### config.mk
export PLATFORM = sky130hd
export DESIGN_NAME = can_tx_stuffer
export DESIGN_NICKNAME = d
export VERILOG_FILES = /design/src/rtl/can_pkg.sv /design/src/rtl/can_tx_stuffer.sv
export SDC_FILE = /design/constraint.sdc
export NUM_CORES = 1
export LEC_CHECK = 0
export BUFFER_PORTS_ARGS = -buffer_cell sky130_fd_sc_hd__buf_4
export CELL_PAD_IN_SITES_DETAIL_PLACEMENT = 0
export CELL_PAD_IN_SITES_GLOBAL_PLACEMENT = 2
export CORE_ASPECT_RATIO = 0.7
export CORE_UTILIZATION = 29
export DETAILED_ROUTE_END_ITERATION = 7
export HOLD_SLACK_MARGIN = 0.03
export PLACE_DENSITY = 0.79
export REMOVE_ABC_BUFFERS = 1
export SYNTH_ARGS = -nofsm -noshare
export SYNTH_HDL_FRONTEND = slang
export SYNTH_SLANG_ARGS = --single-unit
### constraint.sdc
create_clock -name clock -period 1.5 [get_ports clock]
set_input_delay 0.15 -clock clock [delete_from_list [all_inputs] [get_ports clock]]
set_output_delay 0.15 -clock clock [all_outputs]
set_load 0.01 [all_outputs]
### src/rtl/can_pkg.sv
// Shared CAN definitions: bus levels, default stuffing run length and the
// stuffer state encoding. The receive-side destuffer uses the same enum.
package can_pkg;

    // Bus levels on the TX/RX pins.
    localparam logic CAN_RECESSIVE = 1'b1;
    localparam logic CAN_DOMINANT  = 1'b0;

    // Number of equal consecutive bits that forces a complementary stuff bit.
    localparam int STUFF_LEN = 5;

    // Stuffer/destuffer state encoding.
    typedef enum logic [1:0] {
        IDLE  = 2'd0,
        RUN   = 2'd1,
        STUFF = 2'd2
    } stuff_state_e;

endpackage

### src/rtl/can_tx_stuffer.sv
// Transmit-side CAN bit stuffer.
//
// One frame bit is taken per bit-time on the SP strobe and driven onto TX.
// Inside the stuffing region (F_STF=1) a complementary stuff bit is inserted
// after STUFF_LEN equal consecutive bits; the stuff bit then starts the next
// run.
//
// Handshake: tx_ready = SP & ~stuff_due. A bit is consumed on the cycle
// where tx_valid & tx_ready are both high. tx_ready is never high off-strobe,
// so the serializer must hold tx_bit/tx_valid until a strobe consumes it.
// A strobe that finds tx_valid low still "consumes" a slot: TX sends
// recessive, that 1 is counted like data in RUN, and underrun pulses.
//
// o_state exposes the FSM state for observation; it has no functional use.
module can_tx_stuffer
    import can_pkg::*;
#(
    parameter int STUFF_LEN = can_pkg::STUFF_LEN,
    parameter int CNT_W     = 3
) (
    input  logic       clock,
    input  logic       reset,
    input  logic       SP,
    input  logic       F_STF,
    input  logic       tx_bit,
    input  logic       tx_valid,
    output logic       tx_ready,
    output logic       TX,
    output logic       stuff_ins,
    output logic       underrun,
    output logic [1:0] o_state
);

    // Registered state.
    stuff_state_e     r_state;
    logic [CNT_W-1:0] r_cnt;
    logic             r_prev;
    logic             r_stuff_due;
    logic             r_tx;
    logic             r_stuff_ins;
    logic             r_underrun;

    // Next-state values.
    stuff_state_e     w_nxt_state;
    logic [CNT_W-1:0] w_nxt_cnt;
    logic             w_nxt_prev;
    logic             w_nxt_stuff_due;
    logic             w_nxt_tx;
    logic             w_nxt_stuff_ins;
    logic             w_nxt_underrun;

    // Helpers.
    logic             w_bit;
    logic             w_run_cnt_hit;
    logic [CNT_W-1:0] w_run_cnt;

    // A missing data bit is sent as recessive.
    assign w_bit = tx_valid ? tx_bit : CAN_RECESSIVE;

    // Length of the current run if w_bit is appended. The counter never
    // exceeds STUFF_LEN-1 while in RUN, so the increment cannot wrap.
    assign w_run_cnt     = (w_bit == r_prev) ? (r_cnt + CNT_W'(1)) : CNT_W'(1);
    assign w_run_cnt_hit = (w_run_cnt == CNT_W'(STUFF_LEN));

    // Data is accepted on a strobe unless a stuff bit owns this bit-time.
    assign tx_ready = SP & ~r_stuff_due;

    assign TX        = r_tx;
    assign stuff_ins = r_stuff_ins;
    assign underrun  = r_underrun;
    assign o_state   = r_state;

    // Next-state and output decode; everything holds except on SP.
    always_comb begin
        w_nxt_state     = r_state;
        w_nxt_cnt       = r_cnt;
        w_nxt_prev      = r_prev;
        w_nxt_stuff_due = r_stuff_due;
        w_nxt_tx        = r_tx;
        w_nxt_stuff_ins = r_stuff_ins;
        w_nxt_underrun  = 1'b0;

        if (SP) begin
            w_nxt_stuff_ins = 1'b0;
            case (r_state)
                IDLE: begin
                    // Pass-through; a valid bit inside the region opens a run.
                    w_nxt_tx       = w_bit;
                    w_nxt_underrun = ~tx_valid;
                    if (F_STF && tx_valid) begin
                        w_nxt_prev  = w_bit;
                        w_nxt_cnt   = CNT_W'(1);
                        w_nxt_state = RUN;
                    end
                end

                RUN: begin
                    // Every strobe sends and counts one bit. A completed run
                    // always schedules its stuff bit, even if the region
                    // closes on this strobe.
                    w_nxt_tx       = w_bit;
                    w_nxt_underrun = ~tx_valid;
                    w_nxt_prev     = w_bit;
                    w_nxt_cnt      = w_run_cnt;
                    if (w_run_cnt_hit) begin
                        w_nxt_stuff_due = 1'b1;
                        w_nxt_state     = STUFF;
                    end else if (!F_STF) begin
                        w_nxt_cnt   = '0;
                        w_nxt_state = IDLE;
                    end
                end

                STUFF: begin
                    // The stuff bit is the first bit of the next run.
                    w_nxt_tx        = ~r_prev;
                    w_nxt_stuff_ins = 1'b1;
                    w_nxt_prev      = ~r_prev;
                    w_nxt_cnt       = CNT_W'(1);
                    w_nxt_stuff_due = 1'b0;
                    if (F_STF) begin
                        w_nxt_state = RUN;
                    end else begin
                        w_nxt_cnt   = '0;
                        w_nxt_state = IDLE;
                    end
                end

                default: begin
                    w_nxt_state     = IDLE;
                    w_nxt_cnt       = '0;
                    w_nxt_stuff_due = 1'b0;
                end
            endcase
        end
    end

    // State register; reset discards any pending stuff bit.
    always_ff @(posedge clock) begin
        if (reset) begin
            r_state     <= IDLE;
            r_cnt       <= '0;
            r_prev      <= CAN_RECESSIVE;
            r_stuff_due <= 1'b0;
            r_tx        <= CAN_RECESSIVE;
            r_stuff_ins <= 1'b0;
            r_underrun  <= 1'b0;
        end else begin
            r_state     <= w_nxt_state;
            r_cnt       <= w_nxt_cnt;
            r_prev      <= w_nxt_prev;
            r_stuff_due <= w_nxt_stuff_due;
            r_tx        <= w_nxt_tx;
            r_stuff_ins <= w_nxt_stuff_ins;
            r_underrun  <= w_nxt_underrun;
        end
    end

endmodule

Word level (Yosys, flattened, before mapping)
Cells that the tools add are included.
{"block": "totals", "reg_bits": 10, "latch_bits": 0, "mem_bits_rw": 0, "rom_bits": 0, "input_bits": 6, "word_cells": 51, "memories": 0}
{"block": "op_classes", "addsub": 1, "mul": 0, "div_mod_pow": 0, "n_lt_le_gt_ge": 0, "n_eq_ne": 7, "shift": 0, "muxes": 18, "bitwise_logic": 7, "reduce_logical": 11}
{"cell": "3-bit 2-to-1 mux", "n": 4}
{"cell": "3-bit one-hot mux with 3 select lines", "n": 1}
{"cell": "3-bit AND reduction", "n": 3}
{"cell": "1-bit 2-to-1 mux", "n": 6}
{"cell": "2-bit 2-to-1 mux", "n": 3}
{"cell": "1-bit NOT", "n": 6}
{"cell": "2-bit one-hot mux with 3 select lines", "n": 1}
{"cell": "2-bit inequality test (second input constant)", "n": 2}
{"cell": "1-bit one-hot mux with 2 select lines", "n": 2}
{"cell": "2-bit AND reduction", "n": 2}
{"cell": "3-bit by 1-bit adder with 3-bit output (second input constant)", "n": 1}
{"cell": "3-bit equality test (second input constant)", "n": 1}
{"cell": "3-bit inequality test (second input constant)", "n": 1}
{"cell": "1-bit one-hot mux with 3 select lines", "n": 1}
{"cell": "3-bit nonzero test", "n": 1}
{"cell": "3-bit OR reduction", "n": 1}
{"cell": "2-bit by 1-bit equality test with 1-bit output (second input constant)", "n": 1}
{"cell": "2-bit equality test (second input constant)", "n": 1}
{"cell": "2-bit logical NOT", "n": 1}
{"cell": "2-bit nonzero test", "n": 1}
{"cell": "2-bit OR reduction", "n": 1}
{"cell": "1-bit bitwise AND", "n": 1}
{"cell": "1-bit equality test", "n": 1}
{"cell": "1-bit logical AND", "n": 1}

Depth between registers and ports, before layout
Gate-level depths: netlist of run 1.
{"block": "logic_depth", "depth_word": 6, "depth_mapped": 5}

Worst setup path before layout of run 1
No wires, ideal clock.
{"block": "synth_path", "path_kind": "reg2reg", "start": "register r_cnt[0]", "end": "register r_state[1], in the netlist o_state[1]", "setup_ns": 0.071, "t_arrival_ns": 1.173, "required_time_ns": 1.429, "setup_slack_ns": 0.256, "stages_incl_launch_ff": 6, "period_less_slack_ns": 1.244, "path_cell_list": "dfxtp_1 > ha_1 > nor2_1 > and3_1 > nand3_1 > a21oi_1"}
{"block": "synth_between", "elab_chain_len": 5}
{"item": "start: declaration", "line_no": "can_tx_stuffer.sv:36", "source": "logic [CNT_W-1:0] r_cnt;"}
{"item": "start signal: assignment", "line_no": "can_tx_stuffer.sv:150", "source": "r_cnt <= w_nxt_cnt;"}
{"item": "3-bit by 1-bit adder with 3-bit output (*)", "line_no": "can_tx_stuffer.sv:62", "source": "assign w_run_cnt = (w_bit == r_prev) ? (r_cnt + CNT_W'(1)) : CNT_W'(1);"}
{"item": "3-bit 2-to-1 mux (*)", "line_no": "can_tx_stuffer.sv:62"}
{"item": "3-bit equality test (*)", "line_no": "can_tx_stuffer.sv:63", "source": "assign w_run_cnt_hit = (w_run_cnt == CNT_W'(STUFF_LEN));"}
{"item": "3-bit inequality test (no source line) / 2-bit 2-to-1 mux (equally long branches)"}
{"item": "3-bit AND reduction (no source line) / 2-bit one-hot mux with 3 select lines (equally long branches)"}
{"item": "end signal: assignment", "line_no": "can_tx_stuffer.sv:149", "source": "r_state <= w_nxt_state;"}
{"item": "end: declaration", "line_no": "can_tx_stuffer.sv:35", "source": "stuff_state_e r_state;"}
Every way passes the cells marked *; elsewhere a longest branch is shown, timed or not.
A chain may end at the register's enable or synchronous reset.

Final worst setup path of run 1
{"block": "layout_path", "start": "register r_cnt[0]", "end": "register r_cnt[2]"}
{"block": "layout_between", "elab_chain_len": 5}
{"item": "3-bit by 1-bit adder with 3-bit output (*)", "line_no": "can_tx_stuffer.sv:62"}
{"item": "3-bit 2-to-1 mux (*)", "line_no": "can_tx_stuffer.sv:62"}
{"item": "3-bit equality test / 3-bit 2-to-1 mux (equally long branches)", "line_no": "can_tx_stuffer.sv:63, can_tx_stuffer.sv:108"}
{"item": "3-bit 2-to-1 mux (*)", "line_no": "can_tx_stuffer.sv:105", "source": "if (w_run_cnt_hit) begin"}
{"item": "3-bit one-hot mux with 3 select lines (*)", "line_no": "can_tx_stuffer.sv:85", "source": "case (r_state)"}
Marked as above.

==> results by group, run 1 <==
STA
  • Part of the cycle the worst path needs: 88.0%
  • Slew Viols, Final: 0
  • Final Hold Fails: 0
  • RSZ-0062 raised after global routing: no
  • Rel. slew slack: 79.9%
  • Max frequency: 0.758 GHz
  • Slew @ Worst Pin: 0.300 ns
  • Tmin final: 1.32 ns
  • Setup TNS: 0 ns
  • Final Setup Violations: 0
  • Worst Clk Skew: 0.00818 ns

Global routing
  • Largest net degree at the start of global routing: 15
  • First-pass GRT wire length: 1.93 mm
  • GRT Overall Usage: 14.6%
  • Initial antenna violation count: 0
  • Number of global-route vias before repair: 401
  • GR Overflow Total: 0

Pwr
  • Switch Pwr: 0.157 mW
  • Comb pwr share: 14.7%
  • Sw Share: 25.1%
  • PD cells: 878 nW/um2
  • Pint: 0.467 mW
  • LEAKAGE: 0.293 nW
  • Register share of total power: 45.5%
  • Max IR drop VDD: 479 uV
  • Clock power share: 39.8%

Layout
  • Fill cells: 181
  • Share of layout cells above drive strength 1: 31.3%
  • P&R area growth vs syn: 26.2%
  • Core Util, Final: 41.9%
  • Register area: 200 um2
  • Ant diodes: 0
  • Final #Nets: 88
  • Multi-input gate area in the final layout: 343 um2

Critical path
  • Slowest stage delay, CP: 0.41 ns
  • Critical Path, Cell by Cell: ha_1 > xor2_1 > nand2_1 > o31ai_2
  • FF-to-FF setup slack: 0.18 ns
  • Crit-path max FO: 4
  • Launch point of the worst reg-to-reg path: r_cnt[0]
  • Kind of critical path: register to register
  • Worst reg2reg path depth: 4
  • CP Data Arrival Time: 1.51 ns
  • Crit. End Element: register
  • End of the worst register-to-register path: r_cnt[2]
  • Critical Path Source Type: register
  • CP max-delay cell: dfxtp_1
  • Required @ worst endpoint: 1.69 ns

Synthesis
  • Top FF cell, synth: dfxtp_1
  • Register area share after synthesis: 35.6%
  • Yosys cell types: 28
  • Synthesized cell area: 563 um2
  • EDFF count, synth: 0
  • Synthesized flop and latch total: 10
  • Yosys warnings: 0
  • Ys async rst share: 0%
  • Mapped Cells: 66
  • Avg Cell Area, Syn: 8.53 um2

Worst hold path
  • Hold_sp: tx_valid
  • Worst Hold End: underrun
  • Hold Crit Class: input pin to register
  • Hold Path Depth: 2

Die
  • I/O pins: 12
  • Full die area: 2120 um2
  • Core area: 1700 um2
  • Initial Utilization: 33.2%
  • Row count: 12
  • Die height: 38.9 um
  • Die Wd: 54.7 um

Placement
  • DPL Wire Length: 872 um
  • Port buffer count: 11
  • GPL Wtd Cong: 0.750

Clock tree
  • Clock sink total: 10
  • H-Tree Depth: 1
  • Post-CTS Setup Inserts: 0
  • Worst skew pair latency: 0.28 ns
  • Clock transition at the registers of the reported paths: 0.07 ns
  • CTS Root Cell: clkbuf_4
  • Hold_buf cts: 0
  • CTS tree: done
  • CTS Buf Count: 3
  • Post-cts repair resize count: 0
  • Buffer levels on the longest clock path: 2

Detailed routing
  • DRT iter0 DRCs: 5
  • DRC violations left: 0
  • WL per Instance: 12.0 um
  • DR vias/cell: 4.93
  • DRT Pass-1 Iters: 4
  • Antenna Violating Nets Remaining: 0
  • Post-Route WL: 1.21 mm
  • DR vias: 498

Run status
  • Status: finished, final reports clean

Job
  • Max Cap Violations: 0
## synthesized netlist by cell type (3+ instances only)
library cell	n	area share, %
dfxtp_1	10	36
nor2_1	3	2.0
o21ai_0	3	2.7
nand2_1	9	6.0
nand3b_1	3	4.0
a21oi_1	7	6.2
nand3_1	4	3.6
## final cells by class
type	instances	share of cell area, %
multi-input combinational	51	48.2
sequential	10	28.2
timing repair buffer	13	13.7
clock buffer	4	5.11
tap	21	3.70
inverter	2	1.06
## worst max-delay path by stage
| stage | slack, ns | startpoint | end |
|---|---|---|---|
| global placement | 0.15 | r_cnt[0] | r_cnt[2] |
| floorplan | 0.26 | r_cnt[0] | o_state[1] |
| detailed placement | 0.21 | r_cnt[0] | r_cnt[2] |
| finish | 0.18 | r_cnt[0] | r_cnt[2] |
| global route | 0.08 | r_cnt[0] | r_cnt[2] |
| CTS | 0.16 | r_cnt[0] | r_cnt[2] |
## per-stage QoR
step / cells / instance area [um2] / hold slack (ns) / setup slack [ns] / total power, mW
after floorplan: 63 / 551 / 0.219 / 0.257 / 0.338
after global placement: 97 / 674 / 0.354 / 0.154 / 0.384
after detailed placement: 97 / 674 / 0.358 / 0.209 / 0.383
after CTS: 101 / 711 / 0.0574 / 0.162 / 0.633
after global routing: 101 / 711 / 0.0522 / 0.0817 / 0.662
final: 101 / 711 / 0.0658 / 0.180 / 0.624
## metal layers
metal / routed length [um] / GRT usage, % / up-vias
li1: - / - / 259
met1: 621 / 19.3 / 221
met2: 462 / 16.3 / 14
met3: 91 / 8.24 / 4
met4: 34 / 11.5 / 0
met5: 0 / 0 / -
## power groups by stage
stage / Combinational (mW) / Sequential [mW] / Clock [mW]
after floorplan: 0.0484 / 0.290 / 0
after global placement: 0.0945 / 0.290 / 0
after detailed placement: 0.0927 / 0.290 / 0
after CTS: 0.0929 / 0.284 / 0.256
after global routing: 0.102 / 0.285 / 0.275
final: 0.0920 / 0.284 / 0.248
## cells by family after synthesis
group / after synthesis / share of synthesized area [%]
xor+xnor: 2 / 6.45
buf+inv: 5 / 3.56
flops: 10 / 35.6
compound gates: 16 / 19.8
simple gates: 31 / 30.4
fa+ha+maj: 1 / 2.22
mux: 1 / 2.00
## worst max-delay path: cells and delay by family (launching register included)
kind | cells | cell delay (ns)
xor+xnor | 1 | 0.28
simple gates | 1 | 0.11
fa+ha+maj | 1 | 0.18
compound gates | 1 | 0.24
flops | 1 | 0.41
## flip-flops by register name, summed over array words and instances, names as in the netlist
signal,flops
stuff_ins,1
TX,1
r_cnt,3
o_state,2
underrun,1
r_stuff_due,1
r_prev,1
## cell usage in the layout (no fill, tap or decap), drive strengths merged
master | synthesis | layout
nand3b | 3 | 3
inv | 2 | 2
a211o | 1 | 1
ha | 1 | 1
a31o | 1 | 1
nor3b | 2 | 2
nor2 | 3 | 3
nand4 | 1 | 1
nand2b | 2 | 2
or3 | 1 | 1
o21ai | 3 | 3
xor2 | 2 | 2
buf | 1 | 13
dfxtp | 10 | 10
o31ai | 1 | 1
nand2 | 9 | 9
o211ai | 2 | 2
nor2b | 3 | 3
and3 | 2 | 2
a311o | 1 | 1
nand3 | 4 | 4
mux2 | 1 | 1
a21oi | 7 | 7
and2b | 1 | 1
clkbuf | 2 | 4
Note: power is estimated with default switching activity, not from simulation.
==> run 2, diff against run 1 <==
Settings changed: ABC_AREA set to 1, CORE_UTILIZATION 29 to 28, PLACE_DENSITY 0.79 to 0.8.
==> results by group, run 2 <==
Critical path
  • FF-to-FF setup slack: 0.13 ns (-0.05 ns)
  • Launch point of the worst reg-to-reg path: r_cnt[0]
  • Worst Setup SP: r_cnt[0]
  • CP max-delay cell: dfxtp_1
  • Setup crit end: o_state[1]
  • Critical Path, Cell by Cell: ha_1 > o211ai_2 > nand2_4 > nor2_2 > nand2_1 > a21oi_2
  • CP Depth: 6 (+2)
  • Family with the most delay on the worst path: flip-flops
  • Crit. End Element: register
  • Kind of critical path: register to register
  • Required @ worst endpoint: 1.72 ns (+0.03 ns)
  • Crit path buffers/inverters: 0 (unchanged)
  • CP Data Arrival Time: 1.59 ns (+0.08 ns)
  • Worst reg2reg path depth: 6 (+2)
  • Critical Path Source Type: register
  • Slowest stage delay, CP: 0.35 ns (-0.06 ns)
  • Crit-path max FO: 4 (unchanged)
  • End of the worst register-to-register path: o_state[1]

Placement
  • Dpl cells: 112 (+15%)
  • Pre-CTS setup slack: 0.165 ns (-0.0444 ns)
  • GPL Wtd Cong: 0.727 (-3.1%)
  • Port buffer count: 11 (unchanged)
  • Post-DP Area: 684 um2 (+1.5%)
  • DPL Wire Length: 1.01 mm (+16%)

Layout
  • Most common cell after layout, fill and taps aside: nand2_1
  • Ant diodes: 0 (unchanged)
  • Non-Filler Instances: 116 (+15%)
  • Final #Nets: 102 (+16%)
  • Core Util, Final: 38.2% (-3.7 points)
  • Share of layout cells above drive strength 1: 31.9% (+0.66 points)
  • Max FFs per register: 3 (unchanged)
  • Most frequent cells in the layout: 18 x nand2_1, 12 x buf_4, 10 x dfxtp_1
  • Top reg by flops: r_cnt
  • Cell area after layout: 721 um2 (+1.4%)
  • P&R area growth vs syn: 26.3% (about the same)
  • Fill cells: 213 (+18%)

Pwr
  • PD cells: 933 nW/um2 (+6.2%)
  • Final Power: 0.672 mW (+7.7%)
  • Max IR drop VDD: 494 uV (+3.2%)
  • LEAKAGE: 0.316 nW (+7.7%)

Synthesis
  • Synthesized cell area: 571 um2 (+1.3%)
  • Yosys cell types: 22 (-21%)
  • Commonest cells post-synth: 18 x nand2_1, 10 x dfxtp_1, 9 x inv_1, 8 x a21oi_1, 5 x nor2_1
  • Synthesized flop and latch total: 10 (unchanged)
  • Top FF cell, synth: dfxtp_1
  • Ys async rst share: 0% (unchanged)
  • EDFF count, synth: 0 (unchanged)
  • Register area share after synthesis: 35.1% (-0.47 points)
  • Area fraction of the dominant cell type after synthesis: 35.1% (-0.47 points)
  • Most frequent cell after synthesis: nand2_1
  • Yosys warnings: 0 (unchanged)
  • Largest area contributor in the netlist: dfxtp_1
  • Avg Cell Area, Syn: 7.22 um2 (-15%)
  • Synth area leaders: dfxtp_1 35%, nand2_1 12%, a21oi_1 7.0%
  • Mapped Cells: 79 (+20%)

Global routing
  • M1 GR Usage: 19.7% (+0.35 points)
  • First-pass GRT wire length: 2.29 mm (+19%)
  • GRT Overall Usage: 14.6% (about the same)
  • Number of global-route vias before repair: 486 (+21%)
  • M3 GR Usage: 6.93% (-1.3 points)
  • Initial antenna violation count: 0 (unchanged)
  • Met2 Usage GRT: 20.8% (+4.5 points)
  • GR peak layer: met2
  • Largest net degree at the start of global routing: 10 (-5)
  • GR Overflow Total: 0 (unchanged)

Detailed routing
  • WL per Instance: 11.6 um (-3.4%)
  • Antenna Violating Nets Remaining: 0 (unchanged)
  • DRC violations left: 0 (unchanged)
  • DR vias: 528 (+6.0%)
  • DRT iter0 DRCs: 11 (+6)
  • DRT Pass-1 Iters: 4 (unchanged)
  • DR vias/cell: 4.55 (-7.7%)
  • Post-Route WL: 1.34 mm (+11%)

Clock tree
  • CTS Buf Count: 3 (unchanged)
  • Clock sink total: 10 (unchanged)
  • Post-cts repair resize count: 0 (unchanged)
  • Post-CTS Setup Inserts: 0 (unchanged)
  • CTS tree: done
  • Buffer levels on the longest clock path: 2 (unchanged)
  • H-Tree Depth: 1 (unchanged)
  • Worst skew pair latency: 0.28 ns (about the same)
  • Clock transition at the registers of the reported paths: 0.07 ns (about the same)
  • CTS Root Cell: clkbuf_4
  • Hold_buf cts: 0 (unchanged)

Die
  • Full die area: 2230 um2 (+4.7%)
  • Die height: 39.8 um (+2.3%)
  • Initial Utilization: 30.2% (-2.9 points)
  • I/O pins: 12 (unchanged)
  • Core area: 1890 um2 (+11%)
  • Row count: 13 (+1)
  • Die Wd: 56.0 um (+2.4%)

STA
  • Tmin final: 1.37 ns (+0.0549 ns)
  • Worst Clk Skew: 0.000400 ns (-0.00778 ns)
  • Setup TNS: 0 ns (unchanged)
  • Final Setup Violations: 0 (unchanged)
  • Max frequency: 0.728 GHz (-4.0%)
  • Rel. slew slack: 85.0% (+5.0 points)
  • RSZ-0062 raised after global routing: no
  • Setup WS post-layout: 0.126 ns (-0.0549 ns)
  • Part of the cycle the worst path needs: 91.6% (+3.7 points)
  • Final hold slack: 0.0625 ns (-0.00331 ns)
  • Final Hold Fails: 0 (unchanged)
  • Slew Viols, Final: 0 (unchanged)
  • Slew @ Worst Pin: 0.223 ns (-0.0770 ns)

Worst hold path
  • Hold Crit Class: input pin to register

Job
  • Max Cap Violations: 0 (unchanged)

Run status
  • Status: finished, final reports clean
-- run 2: worst min path at each step --
stage / end / cells past startpoint / startpoint
global route: underrun / 2 / tx_valid
global placement: underrun / 2 / tx_valid
CTS: underrun / 2 / tx_valid
floorplan: o_state[0] / 1 / reset
detailed placement: underrun / 2 / tx_valid
finish: underrun / 2 / tx_valid
-- run 2: metal layers --
layer	up-vias	wire length (um)
met5	-	0
met3	3	59
met2	10	521
li1	288	-
met1	227	749
met4	0	11
-- run 2: where the power goes --
group	total [mW]	switching, mW	internal, mW
registers	0.289	0.0107	0.278
logic	0.126	0.0745	0.0520
clock network	0.257	0.109	0.148
total	0.672	0.194	0.478
-- run 2: cell families (layout without fill, tap and decap cells) --
logic type	count (synthesis)	after routing	synth area share [%]
xor+xnor	1	1	2.85
flops	10	10	35.1
compound gates	21	21	22.8
buf+inv	11	26	7.24
simple gates	35	35	29.8
fa+ha+maj	1	1	2.19
-- run 2: layout make-up --
type	count	area [um2]	share of cell area (%)
tap	22	27.5	3.82
clock buffer	4	36.3	5.03
multi-input combinational	58	329	45.7
timing repair buffer	12	90.1	12.5
sequential	10	200	27.8
inverter	10	37.5	5.21
==> run 3, diff against run 2 <==
Settings changed: RECOVER_POWER set to 100.
==> results by group, run 3 (synthesized netlist as in run 2, its figures left out) <==
Run status
  • Status: finished, final reports clean

Die
  • Die Wd: 56.0 um (unchanged)
  • Die height: 39.8 um (unchanged)
  • Full die area: 2230 um2 (unchanged)
  • Initial Utilization: 30.2% (unchanged)
  • I/O pins: 12 (unchanged)
  • Core area: 1890 um2 (unchanged)
  • Row count: 13 (unchanged)

Layout
  • Multi-input gate area in the final layout: 329 um2 (unchanged)
  • Ant diodes: 0 (unchanged)
  • Max FFs per register: 3 (unchanged)
  • P&R area growth vs syn: 22.4%
  • Non-Filler Instances: 116 (unchanged)
  • Most common cell after layout, fill and taps aside: nand2_1
  • Final #Nets: 102 (unchanged)
  • Most frequent cells in the layout: 18 x nand2_1, 10 x dfxtp_1, 9 x inv_1
  • Register area: 200 um2 (unchanged)
  • Share of layout cells above drive strength 1: 25.5% (-6.4 points)
  • Fill cells: 215 (+0.94%)
  • Top reg by flops: r_cnt
  • Cell area after layout: 698 um2 (-3.1%)

Global routing
  • Largest net degree at the start of global routing: 10 (unchanged)
  • First-pass GRT wire length: 2.29 mm (unchanged)
  • Number of global-route vias before repair: 486 (unchanged)
  • Initial antenna violation count: 0 (unchanged)
  • GR Overflow Total: 0 (unchanged)
  • GRT Overall Usage: 14.6% (unchanged)

Placement
  • Port buffer count: 11 (unchanged)
  • Dpl cells: 112 (unchanged)
  • GPL Wtd Cong: 0.727 (unchanged)
  • Post-DP Area: 684 um2 (unchanged)
  • DPL Wire Length: 1.01 mm (unchanged)

Detailed routing
  • DRT iter0 DRCs: 11 (unchanged)
  • DR vias/cell: 4.56 (+0.19%)
  • Antenna Violating Nets Remaining: 0 (unchanged)
  • DR vias: 529 (+0.19%)
  • DRC violations left: 0 (unchanged)
  • Post-Route WL: 1.35 mm (+0.30%)
  • DRT Pass-1 Iters: 4 (unchanged)
  • WL per Instance: 11.6 um (+0.30%)

Clock tree
  • Post-CTS Setup Inserts: 0 (unchanged)
  • CTS Buf Count: 3 (unchanged)
  • Worst skew pair latency: 0.28 ns (about the same)
  • Post-cts repair resize count: 0 (unchanged)
  • Hold_buf cts: 0 (unchanged)
  • Clock transition at the registers of the reported paths: 0.07 ns (about the same)
  • Buffer levels on the longest clock path: 2 (unchanged)
  • CTS Root Cell: clkbuf_4
  • CTS tree: done
  • Clock sink total: 10 (unchanged)
  • H-Tree Depth: 1 (unchanged)

Critical path
  • Launch point of the worst reg-to-reg path: r_cnt[0]
  • Crit-path max FO: 4 (unchanged)
  • Worst reg2reg path depth: 6 (unchanged)
  • Critical Path Source Type: register
  • CP Data Arrival Time: 1.59 ns (about the same)
  • FF-to-FF setup slack: 0.13 ns (about the same)
  • Crit. End Element: register
  • Required @ worst endpoint: 1.72 ns (about the same)
  • End of the worst register-to-register path: o_state[1]
  • Worst Setup SP: r_cnt[0]
  • Kind of critical path: register to register

Pwr
  • LEAKAGE: 0.293 nW (-7.3%)
  • Max IR drop VDD: 489 uV (-0.88%)
  • PD cells: 954 nW/um2 (+2.3%)

Worst hold path
  • Hold_sp: tx_valid
  • Worst Hold End: underrun
  • Hold Path Depth: 2 (unchanged)
  • Hold Crit Class: input pin to register

STA
  • Setup TNS: 0 ns (unchanged)
  • Final Hold Fails: 0 (unchanged)
  • Slew Viols, Final: 0 (unchanged)
  • Rel. slew slack: 80.5% (-4.5 points)
  • Worst Clk Skew: 0.000285 ns (-0.000115 ns)
  • Slew @ Worst Pin: 0.290 ns (+0.0673 ns)
  • Tmin final: 1.37 ns (+0.000235 ns)
  • Part of the cycle the worst path needs: 91.6% (about the same)
  • Max frequency: 0.727 GHz (about the same)
  • RSZ-0062 raised after global routing: no
  • Final Setup Violations: 0 (unchanged)

Job
  • Max Cap Violations: 0 (unchanged)
-- run 3: cell count changes in the layout (fill, tap and decap cells not counted), sizes merged --
cell,previous run,this run
buf,12,6
clkbuf,4,10
-- run 3: critical path: stages (launching register included) --
cell      delay [ns]
dfxtp_1         0.35
ha_1            0.33
o211ai_2        0.22
nand2_4         0.09
nor2_2          0.11
nand2_1         0.08
a21oi_2         0.12
-- run 3: layout make-up --
type / count / share of cell area (%)
Clock buffer: 4 / 5.20
Inverter: 10 / 5.38
Multi-Input combinational cell: 58 / 47.1
Sequential cell: 10 / 28.7
Tap cell: 22 / 3.94
Timing Repair Buffer: 12 / 9.68
-- run 3: worst max-delay path by stage --
stage,end,slack (ns),depth (start not counted)
5_1_grt,o_state[1],0.05,6
2_1_floorplan,o_state[0],0.25,6
6_report,o_state[1],0.13,6
4_1_cts,r_stuff_due,0.12,6
3_3_place_gp,r_cnt[0],0.18,6
3_5_place_dp,r_stuff_due,0.17,6
-- run 3: routing by layer --
metal	vias up	share of wire [%]	routed length [um]	GRT usage, %
met5	-	0	0	0
met4	0	0.82	11	3.66
met3	3	5.0	67	6.93
met2	10	39	518	20.8
met1	226	56	747	19.7
li1	290	-	-	-
-- run 3: report_power, final --
part | switching, mW | internal [mW] | total [mW]
Clock | 0.109 | 0.148 | 0.257
Combinational | 0.0746 | 0.0458 | 0.120
Sequential | 0.0105 | 0.278 | 0.289
Total | 0.194 | 0.472 | 0.666
-- run 3: metrics by stage --
| stage | utilization [%] | hold slack [ns] | power [mW] | setup WS (ns) |
|---|---|---|---|---|
| 2_1_floorplan | - | 0.212 | 0.372 | 0.254 |
| 3_3_place_gp | 36.3 | 0.351 | 0.422 | 0.180 |
| 3_5_place_dp | 36.3 | 0.361 | 0.421 | 0.165 |
| 4_1_cts | 38.2 | 0.0667 | 0.678 | 0.123 |
| 5_1_grt | 37.0 | 0.0579 | 0.711 | 0.0512 |
| 6_report | 37.0 | 0.0625 | 0.666 | 0.125 |
